File: src/rtl/seg7_defs.sv
// Shared constants for the three-digit seven-segment scanner.
// Segment codes are active-low and ordered {g,f,e,d,c,b,a}.
package seg7_defs;

  localparam int unsigned N_DIGITS = 3;
  localparam int unsigned SEG_W    = 7;

  typedef logic [SEG_W-1:0] seg_t;

  // Three BCD digits in bin2bcd layout: [11:8] hundreds, [7:4] tens, [3:0] ones.
  typedef struct packed {
    logic [3:0] hund;
    logic [3:0] tens;
    logic [3:0] ones;
  } bcd3_t;

  localparam seg_t SEG_0    = 7'b1000000;
  localparam seg_t SEG_1    = 7'b1111001;
  localparam seg_t SEG_2    = 7'b0100100;
  localparam seg_t SEG_3    = 7'b0110000;
  localparam seg_t SEG_4    = 7'b0011001;
  localparam seg_t SEG_5    = 7'b0010010;
  localparam seg_t SEG_6    = 7'b0000010;
  localparam seg_t SEG_7    = 7'b1111000;
  localparam seg_t SEG_8    = 7'b0000000;
  localparam seg_t SEG_9    = 7'b0010000;
  localparam seg_t SEG_DASH = 7'b0111111;
  localparam seg_t SEG_OFF  = 7'h7F;

  localparam logic [N_DIGITS-1:0] AN_OFF = '1;

endpackage

File: src/rtl/bcd_to_7seg.sv
// Combinational nibble-to-glyph decode; 10-15 render as a dash.
module bcd_to_7seg
  import seg7_defs::*;
(
  input  logic [3:0]       nib,
  output logic [SEG_W-1:0] seg
);

  always_comb begin
    seg = SEG_DASH;
    case (nib)
      4'd0:    seg = SEG_0;
      4'd1:    seg = SEG_1;
      4'd2:    seg = SEG_2;
      4'd3:    seg = SEG_3;
      4'd4:    seg = SEG_4;
      4'd5:    seg = SEG_5;
      4'd6:    seg = SEG_6;
      4'd7:    seg = SEG_7;
      4'd8:    seg = SEG_8;
      4'd9:    seg = SEG_9;
      default: seg = SEG_DASH;
    endcase
  end

endmodule

File: src/rtl/seg7_scan.sv
// Multiplexed three-digit display driver with frame-aligned value commit
// and leading-zero blanking.
module seg7_scan
  import seg7_defs::*;
#(
  parameter int unsigned CLK_DIV = 50000
) (
  input  logic                clk,
  input  logic                rst,
  input  logic [11:0]         bcd,
  input  logic                bcd_valid,
  input  logic                blank,
  output logic [SEG_W-1:0]    seg_n,
  output logic [N_DIGITS-1:0] an_n,
  output logic                update_pending
);

  localparam int unsigned CW = (CLK_DIV > 2) ? $clog2(CLK_DIV) : 1;

  logic [CW-1:0]    cnt;
  logic [1:0]       idx;
  bcd3_t            pend;
  bcd3_t            disp;
  logic             tick;
  logic             commit;
  logic [3:0]       nib;
  logic             dig_blank;
  logic [SEG_W-1:0] dec_seg;

  assign tick   = (cnt == CW'(CLK_DIV - 1));
  assign commit = tick && (idx == 2'd2);

  // Select the active digit and decide whether leading-zero blanking hides it.
  always_comb begin
    nib       = disp.ones;
    dig_blank = blank;
    case (idx)
      2'd1: begin
        nib       = disp.tens;
        dig_blank = blank || ((disp.hund == 4'd0) && (disp.tens == 4'd0));
      end
      2'd2: begin
        nib       = disp.hund;
        dig_blank = blank || (disp.hund == 4'd0);
      end
      default: begin
        nib       = disp.ones;
        dig_blank = blank;
      end
    endcase
  end

  bcd_to_7seg u_dec (
    .nib (nib),
    .seg (dec_seg)
  );

  always_ff @(posedge clk) begin
    if (rst) begin
      cnt            <= '0;
      idx            <= 2'd0;
      pend           <= '0;
      disp           <= '0;
      update_pending <= 1'b0;
      seg_n          <= SEG_OFF;
      an_n           <= AN_OFF;
    end else begin
      cnt <= tick ? '0 : cnt + CW'(1);
      if (tick) idx <= (idx == 2'd2) ? 2'd0 : idx + 2'd1;

      if (bcd_valid) pend <= bcd3_t'(bcd);

      // A strobe coinciding with the frame wrap bypasses the pending stage.
      if (commit) begin
        disp           <= bcd_valid ? bcd3_t'(bcd) : pend;
        update_pending <= 1'b0;
      end else if (bcd_valid) begin
        update_pending <= 1'b1;
      end

      if (dig_blank) begin
        seg_n <= SEG_OFF;
        an_n  <= AN_OFF;
      end else begin
        seg_n <= dec_seg;
        an_n  <= ~(N_DIGITS'(1) << idx);
      end
    end
  end

endmodule

File: config.mk
export PLATFORM = sky130hd
export DESIGN_NAME = seg7_scan
export DESIGN_NICKNAME = d
export VERILOG_FILES = /design/src/rtl/seg7_defs.sv /design/src/rtl/bcd_to_7seg.sv /design/src/rtl/seg7_scan.sv
export SDC_FILE = /design/constraint.sdc
export NUM_CORES = 1
export LEC_CHECK = 0
export ABC_CLOCK_PERIOD_IN_PS = 2000
export BUFFER_PORTS_ARGS = -buffer_cell sky130_fd_sc_hd__buf_2
export CORE_MARGIN = 3
export CORE_UTILIZATION = 52
export CTS_CLUSTER_SIZE = 16
export DETAILED_ROUTE_END_ITERATION = 16
export PLACE_DENSITY = 0.75
export SLEW_MARGIN = 20
export SYNTH_ARGS = -nofsm -noshare
export SYNTH_HDL_FRONTEND = slang
export SYNTH_HIERARCHICAL = 1
export SYNTH_SLANG_ARGS = --single-unit
File: constraint.sdc
create_clock -name clk -period 2 [get_ports clk]
set_input_delay 0.1 -clock clk [delete_from_list [all_inputs] [get_ports clk]]
set_output_delay 0.1 -clock clk [all_outputs]
set_load 0.01 [all_outputs]
Yosys cells after proc, flatten, opt, wreduce, memory -nomap -nowiden. Memory sizes are Yosys's and may differ from the RTL's. A register that Yosys moved wholly into a read port is not among the register bits. Cells that the tools add are included.

$lt $le $gt $ge: 0. Bitwise gates (word level): 1. $add $sub $neg: 2. Multipliers: 0. Divide/modulo/power cells: 0. Mux-type cells: 4. Reduce and logical (&&, ||, !) cells: 9. Shifts and indexed selects: 1. Equal/unequal tests: 3.

Operator list (number): adder 16 x 1 -> 16 bit (second input constant) (1); == test 16 bit (second input constant) (1); 2-to-1 mux 12 bit (1); logical NOT 4 bit (2); one-hot mux 4 bit (2 select lines) (1); OR reduction 2 bit (3); NOT 3 bit (1); left shift 1 x 2 -> 3 bit (first input constant) (1); adder 2 x 1 -> 2 bit (second input constant) (1); == test 2 x 1 -> 1 bit (second input constant) (1); == test 2 bit (second input constant) (1); logical AND 1 bit (2); logical OR 1 bit (2); 2-to-1 mux 2 bit (1); one-hot mux 1 bit (2 select lines) (1).

Bits in registers: 46. RAM bits: 0. Memory bits (read-only): 112. Output and inout bits: 11. Bits of input ports: 16. Memories: 1. Latch bits: 0. Word-level logic and storage cells: 31.

Memories: (no name shown) (depth 16, width 7, read ports 1, clocked after memory_dff 1, write ports 0, line bcd_to_7seg.sv:11) `case (nib)`.

Logic depth before layout (Yosys ltp). Gate-level depths: netlist (run 1).

Depth in word-level cells: 5. Gate-level depth with buffers: 10. Mapped depth without buffers: 9.

Cells and area by module. Netlist (run 1), hierarchy kept.

By module, submodules not included: seg7_scan (area each 2170.8 um^2, instances 1, seq. area each 1061.0 um^2, cells an instance 214); bcd_to_7seg (area each 224.0 um^2, instances 1, seq. area each 0.0 um^2, cells an instance 31).

Worst setup path before layout (run 1). Ideal clock, no wire load.

Path type: register -> register. Start: reg idx[0]. End: reg seg_n[3]. Stages on the path, launching flop included: 11. Arrival: 2.028 ns. Setup time: 0.146 ns. Path buffers: 1. Required time: 1.854 ns. Setup slack: -0.173 ns. Cells stage by stage: dfxtp_1 inv_1 ha_1 clkbuf_1 nor2_1 a21oi_1 inv_1 ha_1 and3b_1 a21oi_1 nand2b_1.

Elaborated cells on any way between the ends: 5.

RTL lines: start, declared (line seg7_scan.sv:21) `logic [1:0] idx;`; start signal, assigned (line seg7_scan.sv:69) `if (tick) idx <= (idx == 2'd2) ? 2'd0 : idx + 2'd1;`; == test 2 bit or == test 2 x 1 -> 1 bit (tied branches) (line seg7_scan.sv:37) `case (idx)`; one-hot mux 4 bit (2 select lines) (*) (line seg7_scan.sv:37); via nib[1] (line seg7_scan.sv:26) `logic [3:0] nib;`; end, declared (line seg7_scan.sv:13) `output logic [SEG_W-1:0] seg_n,`.

The timed path passes the listed nets; every way through them passes the cells marked *. A chain may end at the register's enable or synchronous reset.

Final worst setup path (run 1).
Start: reg cnt[12]. End: reg disp[4] (netlist name).

Cells in the longest elaborated chain, start to end: 2.

RTL lines: start, declared (line seg7_scan.sv:20) `logic [CW-1:0] cnt;`; start signal, assigned (line seg7_scan.sv:68) `cnt <= tick ? '0 : cnt + CW'(1);`; == test 16 bit (line seg7_scan.sv:30) `assign tick = (cnt == CW'(CLK_DIV - 1));`; logical AND 1 bit (line seg7_scan.sv:31) `assign commit = tick && (idx == 2'd2);`; end signal, assigned (line seg7_scan.sv:75) `disp <= bcd_valid ? bcd3_t'(bcd) : pend;`; end, declared (line seg7_scan.sv:23) `bcd3_t disp;`.

No other way between the ends.

==> results.toml, run 1 <==
[layout]
num_antenna_cells = 0
area_growth_pct = 15.67
ff_latch_area_mm2 = 0.001062
nNetsFinal = 303
n_fill_cell = 388
drive_gt1_share_pct = 24.19
multi_input_area_mm2 = 0.001267
fin_cells = 329
fin_area_mm2 = 0.002770

[clock_tree]
cts_resized = 0
cts_setup_buffers = 0
cts_buffers = 5
cts.sinks = 53
h-tree-depth = 2
clock_path_buffers = 2
ctsHoldBuffers = 0
clkTransAtPathRegs_ns = 0.09
insertion_delay_ns = 0.31
root_buffer = "clkbuf_8"
tritoncts = "built"

[run_status]
status = "finished, final reports clean"

[min_path]
hp-class = "input port to flop"
min_to = "pend[0]"
hp-start = "bcd[0]"
hold-path-cell-count = 3

[placement]
hpwl_um = 2898
place_area_mm2 = 0.002619
place_congestion = 0.8217
io_buffers = 26
dp_cells = 321

[critical_path]
timing.rr.start = "cnt[12]"
cp_data_arrival_time_ns = 2.08
worstSetupEndpointType = "flop"
crit_type = "flop to flop"
required_ns = 2.19
r2r_setup_slack_ns = 0.11
timing.rr.end = "disp[4]"
start_kind = "flop"
cp_max_fo = 12
reg2reg_depth = 5

[logic_synthesis]
syn-num-nets = 272
synth_edf_count = 0
avgSynthCellArea_um2 = 9.775
ys_ff_latch = 53
netlist_area_mm2 = 0.002395
synth_top_area_share_pct = 44.31
ys_seq_area_share_pct = 44.31
synth.area.top_cells = "dfxtp_1, nor2_1, mux2_4"
yosysWarningCount = 6
synth_cell_type_count = 40
netlist_instances = 245
yosys.area.top_type = "dfxtp_1"
synth_ff_type = "dfxtp_1"
async_flop_share_pct = 0

[route]
first_iter_violations = 72
vias = 1679
wl_um = 4115
drc_errors = 0
wl_per_cell_um = 12.51
ant_nets = 0
via_per_inst = 5.103
firstDrtPassIters = 5

[flow_run]
maxCapViolations = 0

[sta]
slew_violations = 0
slew_headroom_pct = 66.42
hold_violations = 0
maxClockFrequency_mhz = 529.6
tns_ns = 0
rsz0062_at_grt = "false"
fin_worst_skew_ns = 0.01101
setup_violations = 0
fin_crit_ns = 1.888
min_period_over_period_pct = 94.41
worstMarginPinSlew_ns = 0.5037

[floorplan]
fp-row-count = 24
die_height_um = 73.86
die_x_um = 73.86
core-area_mm2 = 0.004414
die_area_mm2 = 0.005455
pin_count = 27
initial_core_util_pct = 54.25

[global_route]
overflow = 0
grt_pass1_vias = 1611
antenna_found_initial = 0
grtUsageTotal_pct = 16.93
grt_start_max_net_pins = 30
grt_pass1_wl_um = 7155

[power_and_ir_drop]
peakVddDrop_mv = 0.4307
leakage_nw = 1.125
power.density_mw_per_mm2 = 696.9
==> placed cells by master (no fill, tap or decap), types with 8 or more instances in the layout <==
master / n
buf_2: 26
buf_4: 10
dfxtp_1: 52
ha_1: 8
inv_1: 8
mux2_4: 10
mux2i_1: 15
nand2b_1: 8
nor2_1: 41
nor2b_1: 13
xnor2_1: 13
==> cells by family (layout without fill, tap and decap cells) <==
group                      after synthesis  after routing  share of synthesized area (%)
DFF                                     53             53                          44.31
xor gates and xnor gates                14             14                          5.120
AOI/OAI and AO/OA                       18             18                          4.755
and+or+nand+nor                        100            100                          22.26
adders and majority gates               11             11                          5.747
muxes                                   27             27                          13.48
buffers and inverters                   22             54                          4.336
==> flip-flops by register name, indices dropped and copies added, names as in the netlist <==
| name | flops |
|---|---|
| cnt | 16 |
| update_pending | 1 |
| pend | 12 |
| seg_n | 7 |
| idx | 2 |
| an_n | 3 |
| disp | 12 |
==> stage by stage <==
stage	setup WS (ns)	power [W]	util, %	hold slack [ns]
final	0.1119	0.001930	62.76	0.06826
after CTS	0.01623	0.001947	61.96	0.07225
after floorplan	0.004140	0.001177	-	0.2785
after global placement	0.08410	0.001208	59.33	0.3868
after global routing	0.007783	0.002003	62.76	0.09870
after detailed placement	0.03621	0.001211	59.33	0.3890
==> layer usage <==
layer	wire, um	global-route usage, %	vias to the layer above
met5	0	0	-
met4	85	7.243	0
met3	147	3.146	9
met2	1933	28.35	27
met1	1948	21.09	761
li1	-	-	882
==> worst max-delay path, cell delays in order, from the launching register on <==
cell and delay, ns:
dfxtp_1 0.35, or4_4 0.54, nor4_4 0.32, nand2_2 0.11
buf_12 0.16, mux2_4 0.29
==> Yosys cell counts, types with 5 or more instances <==
cell type	number
a21oi_1	8
clkbuf_1	5
dfxtp_1	53
ha_1	11
inv_1	9
mux2_4	10
mux2i_1	15
nand2_1	6
nand2b_1	8
nand3_1	6
nor2_1	41
nor2b_1	13
nor4_1	6
xnor2_1	13
==> worst max path at each step <==
stage	from	to	slack, ns	cells after the start
2_1_floorplan	idx[0]	seg_n[3]	0.004	10
3_3_place_gp	idx[0]	seg_n[3]	0.08	9
3_5_place_dp	idx[0]	seg_n[3]	0.04	9
4_1_cts	idx[0]	seg_n[2]	0.02	9
5_1_grt	idx[0]	seg_n[3]	0.008	9
6_report	cnt[12]	disp[4]	0.11	5
==> where the power goes <==
group,internal (W),switching (W),total (W)
Clock,0.000408,0.000337,0.000745
Sequential,0.00108,0.0000108,0.00109
Combinational,0.0000409,0.0000506,0.0000915
==> final cells by class <==
class / instances / area share (%)
timing repair buffer: 37 / 8.130
multi-input combinational: 170 / 45.75
inverter: 9 / 1.220
clock buffer: 7 / 3.117
clock inverter: 1 / 1.084
sequential: 53 / 38.35
tap: 52 / 2.349
Power figures use the tool's default switching activity.
==> run 2, diff against run 1 <==
ABC_CLOCK_PERIOD_IN_PS = 1700   (was 2000)
SLEW_MARGIN = 5   (was 20)
clock period = 1.7 ns   (was 2 ns; I/O delays follow)
==> run 2 against run 1 <==
Against the previous run: via count increased by 12%; critical path type unchanged; hold slack got worse by 0.015 ns; sequential share of layout area decreased by 5.5 points; critical path depth rose by 4; worst setup slack got worse by 0.27 ns; clock skew fell by 0.0048 ns; critical endpoint is now seg_n[3]; first-iteration DRC count increased by 47%; register-to-register slack lost 0.27 ns; fmax rose by 1.6%; the flow now finishes with violations (negative setup slack); non-clock buffer count grew 30.
==> results.toml, run 2 (synthesis gave the netlist of run 1 again) <==
[run_status]
status = "finished with violations"
violations = "negative setup slack"

[floorplan]
die_area_mm2 = 0.005455
die_height_um = 73.86
core-area_mm2 = 0.004414
initial_core_util_pct = 54.25
pin_count = 27
fp-row-count = 24
die_x_um = 73.86

[sta]
setup_violations = 38
hold_violations = 0
fin_worst_skew_ns = 0.006180
worstMarginPinSlew_ns = 0.5459
rsz0062_at_grt = "true"
slew_violations = 0
worst_slack_ns = -0.1583
maxClockFrequency_mhz = 538.1
min_period_over_period_pct = 109.3
fin_crit_ns = 1.858
slew_headroom_pct = 63.61

[clock_tree]
ctsHoldBuffers = 0
cts_buffers = 5
cts.sinks = 53
tritoncts = "built"
root_buffer = "clkbuf_8"
clkTransAtPathRegs_ns = 0.10
insertion_delay_ns = 0.31
h-tree-depth = 2
clock_path_buffers = 2

[global_route]
grt_pass1_vias = 1732
antenna_found_initial = 0
overflow = 0
grt_start_max_net_pins = 30
grtUsageTotal_pct = 20.48
grt_pass1_wl_um = 8459

[layout]
area_growth_pct = 36.52
n_fill_cell = 290
top_register = "cnt"
largestRegisters = "cnt (16), disp (12), pend (12)"
mostFrequentLayoutCell = "dfxtp_1"
nNetsFinal = 333
fin_area_mm2 = 0.003269
largest_register_ffs = 16
final_cell_mix = "dfxtp_1, buf_4, buf_2, nor2_1, mux2i_1"
num_antenna_cells = 0
drive_gt1_share_pct = 44.95

[power_and_ir_drop]
peakVddDrop_mv = 0.4504
power_w = 0.002204
power.density_mw_per_mm2 = 674.0
leakage_nw = 1.314

[critical_path]
start_kind = "flop"
cp_max_fo = 6
cp_data_arrival_time_ns = 2.07
required_ns = 1.91
crit_type = "flop to flop"
worstSetupEndpointType = "flop"

[placement]
place_area_mm2 = 0.002890
hpwl_um = 3107
place_congestion = 0.8015
io_buffers = 26

[route]
firstDrtPassIters = 4
drc_errors = 0
vias = 1873
wl_per_cell_um = 14.34
first_iter_violations = 106
ant_nets = 0
via_per_inst = 5.217
wl_um = 5149

[min_path]
hp-class = "input port to flop"

[flow_run]
maxCapViolations = 0
## run 2: changes by cell type in the layout (fill, tap and decap cells not counted), moves of 3 or more
| cell | previous run | this run |
|---|---|---|
| buf_4 | 10 | 34 |
| buf_6 | 0 | 4 |
| nor2_2 | 0 | 7 |
| nor2_1 | 41 | 24 |
| ha_4 | 2 | 7 |
| nor2_4 | 0 | 10 |
| dfxtp_1 | 52 | 47 |
| ha_1 | 8 | 3 |
| inv_4 | 0 | 3 |
| dfxtp_2 | 1 | 4 |
| inv_1 | 8 | 5 |
## run 2: area by class of cell
class	count	area (um^2)	area share, %
flip-flops and latches	53	1074	32.84
repair buffers	67	498.0	15.23
multi-input cells	170	1486	45.47
clock buffers	6	82.58	2.526
inverters	9	46.29	1.416
well taps	52	65.06	1.990
clock inverters	2	17.52	0.5358
## run 2: per-layer routing
layer  global-route usage, %  wire length (um)  share of wire (%)
met1                   28.31              2364                 46
met2                   31.30              2461                 48
met3                   4.378               219                4.3
met4                   7.445               104                2.0
met5                       0                 0                  0
## run 2: critical path, stage by stage, from the launching register on
cell,delay (ns)
dfxtp_4,0.39
inv_6,0.05
ha_4,0.27
buf_6,0.14
a21oi_4,0.20
inv_4,0.09
ha_4,0.27
and3b_1,0.16
a21oi_1,0.04
nand2b_1,0.13
## run 2: repair_timing
| action | CTS | global route |
|---|---|---|
| gates resized for setup | 26 | 26 |
| buffers inserted | 7 | 1 |
| pin swaps | 17 | 13 |
| endpoints found under the setup margin | 37 | 38 |
| gates cloned | 1 | 0 |
## run 2: per-stage QoR
stage | TNS, ns | std cells | worst slack, ns | hold slack [ns] | utilization, %
floorplan | -4.097 | 245 | -0.2337 | 0.2350 | -
global placement | -2.110 | 342 | -0.1009 | 0.3768 | 65.48
detailed placement | -3.108 | 342 | -0.1345 | 0.3765 | 65.48
CTS | -2.998 | 358 | -0.1442 | 0.05386 | 71.94
global route | -6.085 | 359 | -0.2228 | 0.07724 | 74.06
finish | -3.774 | 359 | -0.1583 | 0.05342 | 74.06
## run 2: worst paths after layout
path                              start        to  slack (ns)  cells past startpoint
worst max register to register   idx[1]  seg_n[3]       -0.16                      9
worst min register to register  pend[7]   pend[7]        0.53                      2
worst min-delay path             bcd[0]   pend[0]        0.05                      3
worst max-delay path             idx[1]  seg_n[3]       -0.16                      9
## run 2: where the power goes
| group | switching (W) | internal (W) | total (W) | leakage [nW] |
|---|---|---|---|---|
| Clock | 0.000432 | 0.000339 | 0.000771 | 0.0518 |
| Combinational | 0.0000802 | 0.0000713 | 0.000152 | 0.826 |
| Sequential | 0.0000105 | 0.00127 | 0.00128 | 0.436 |
| Total | 0.000523 | 0.00168 | 0.00220 | 1.31 |
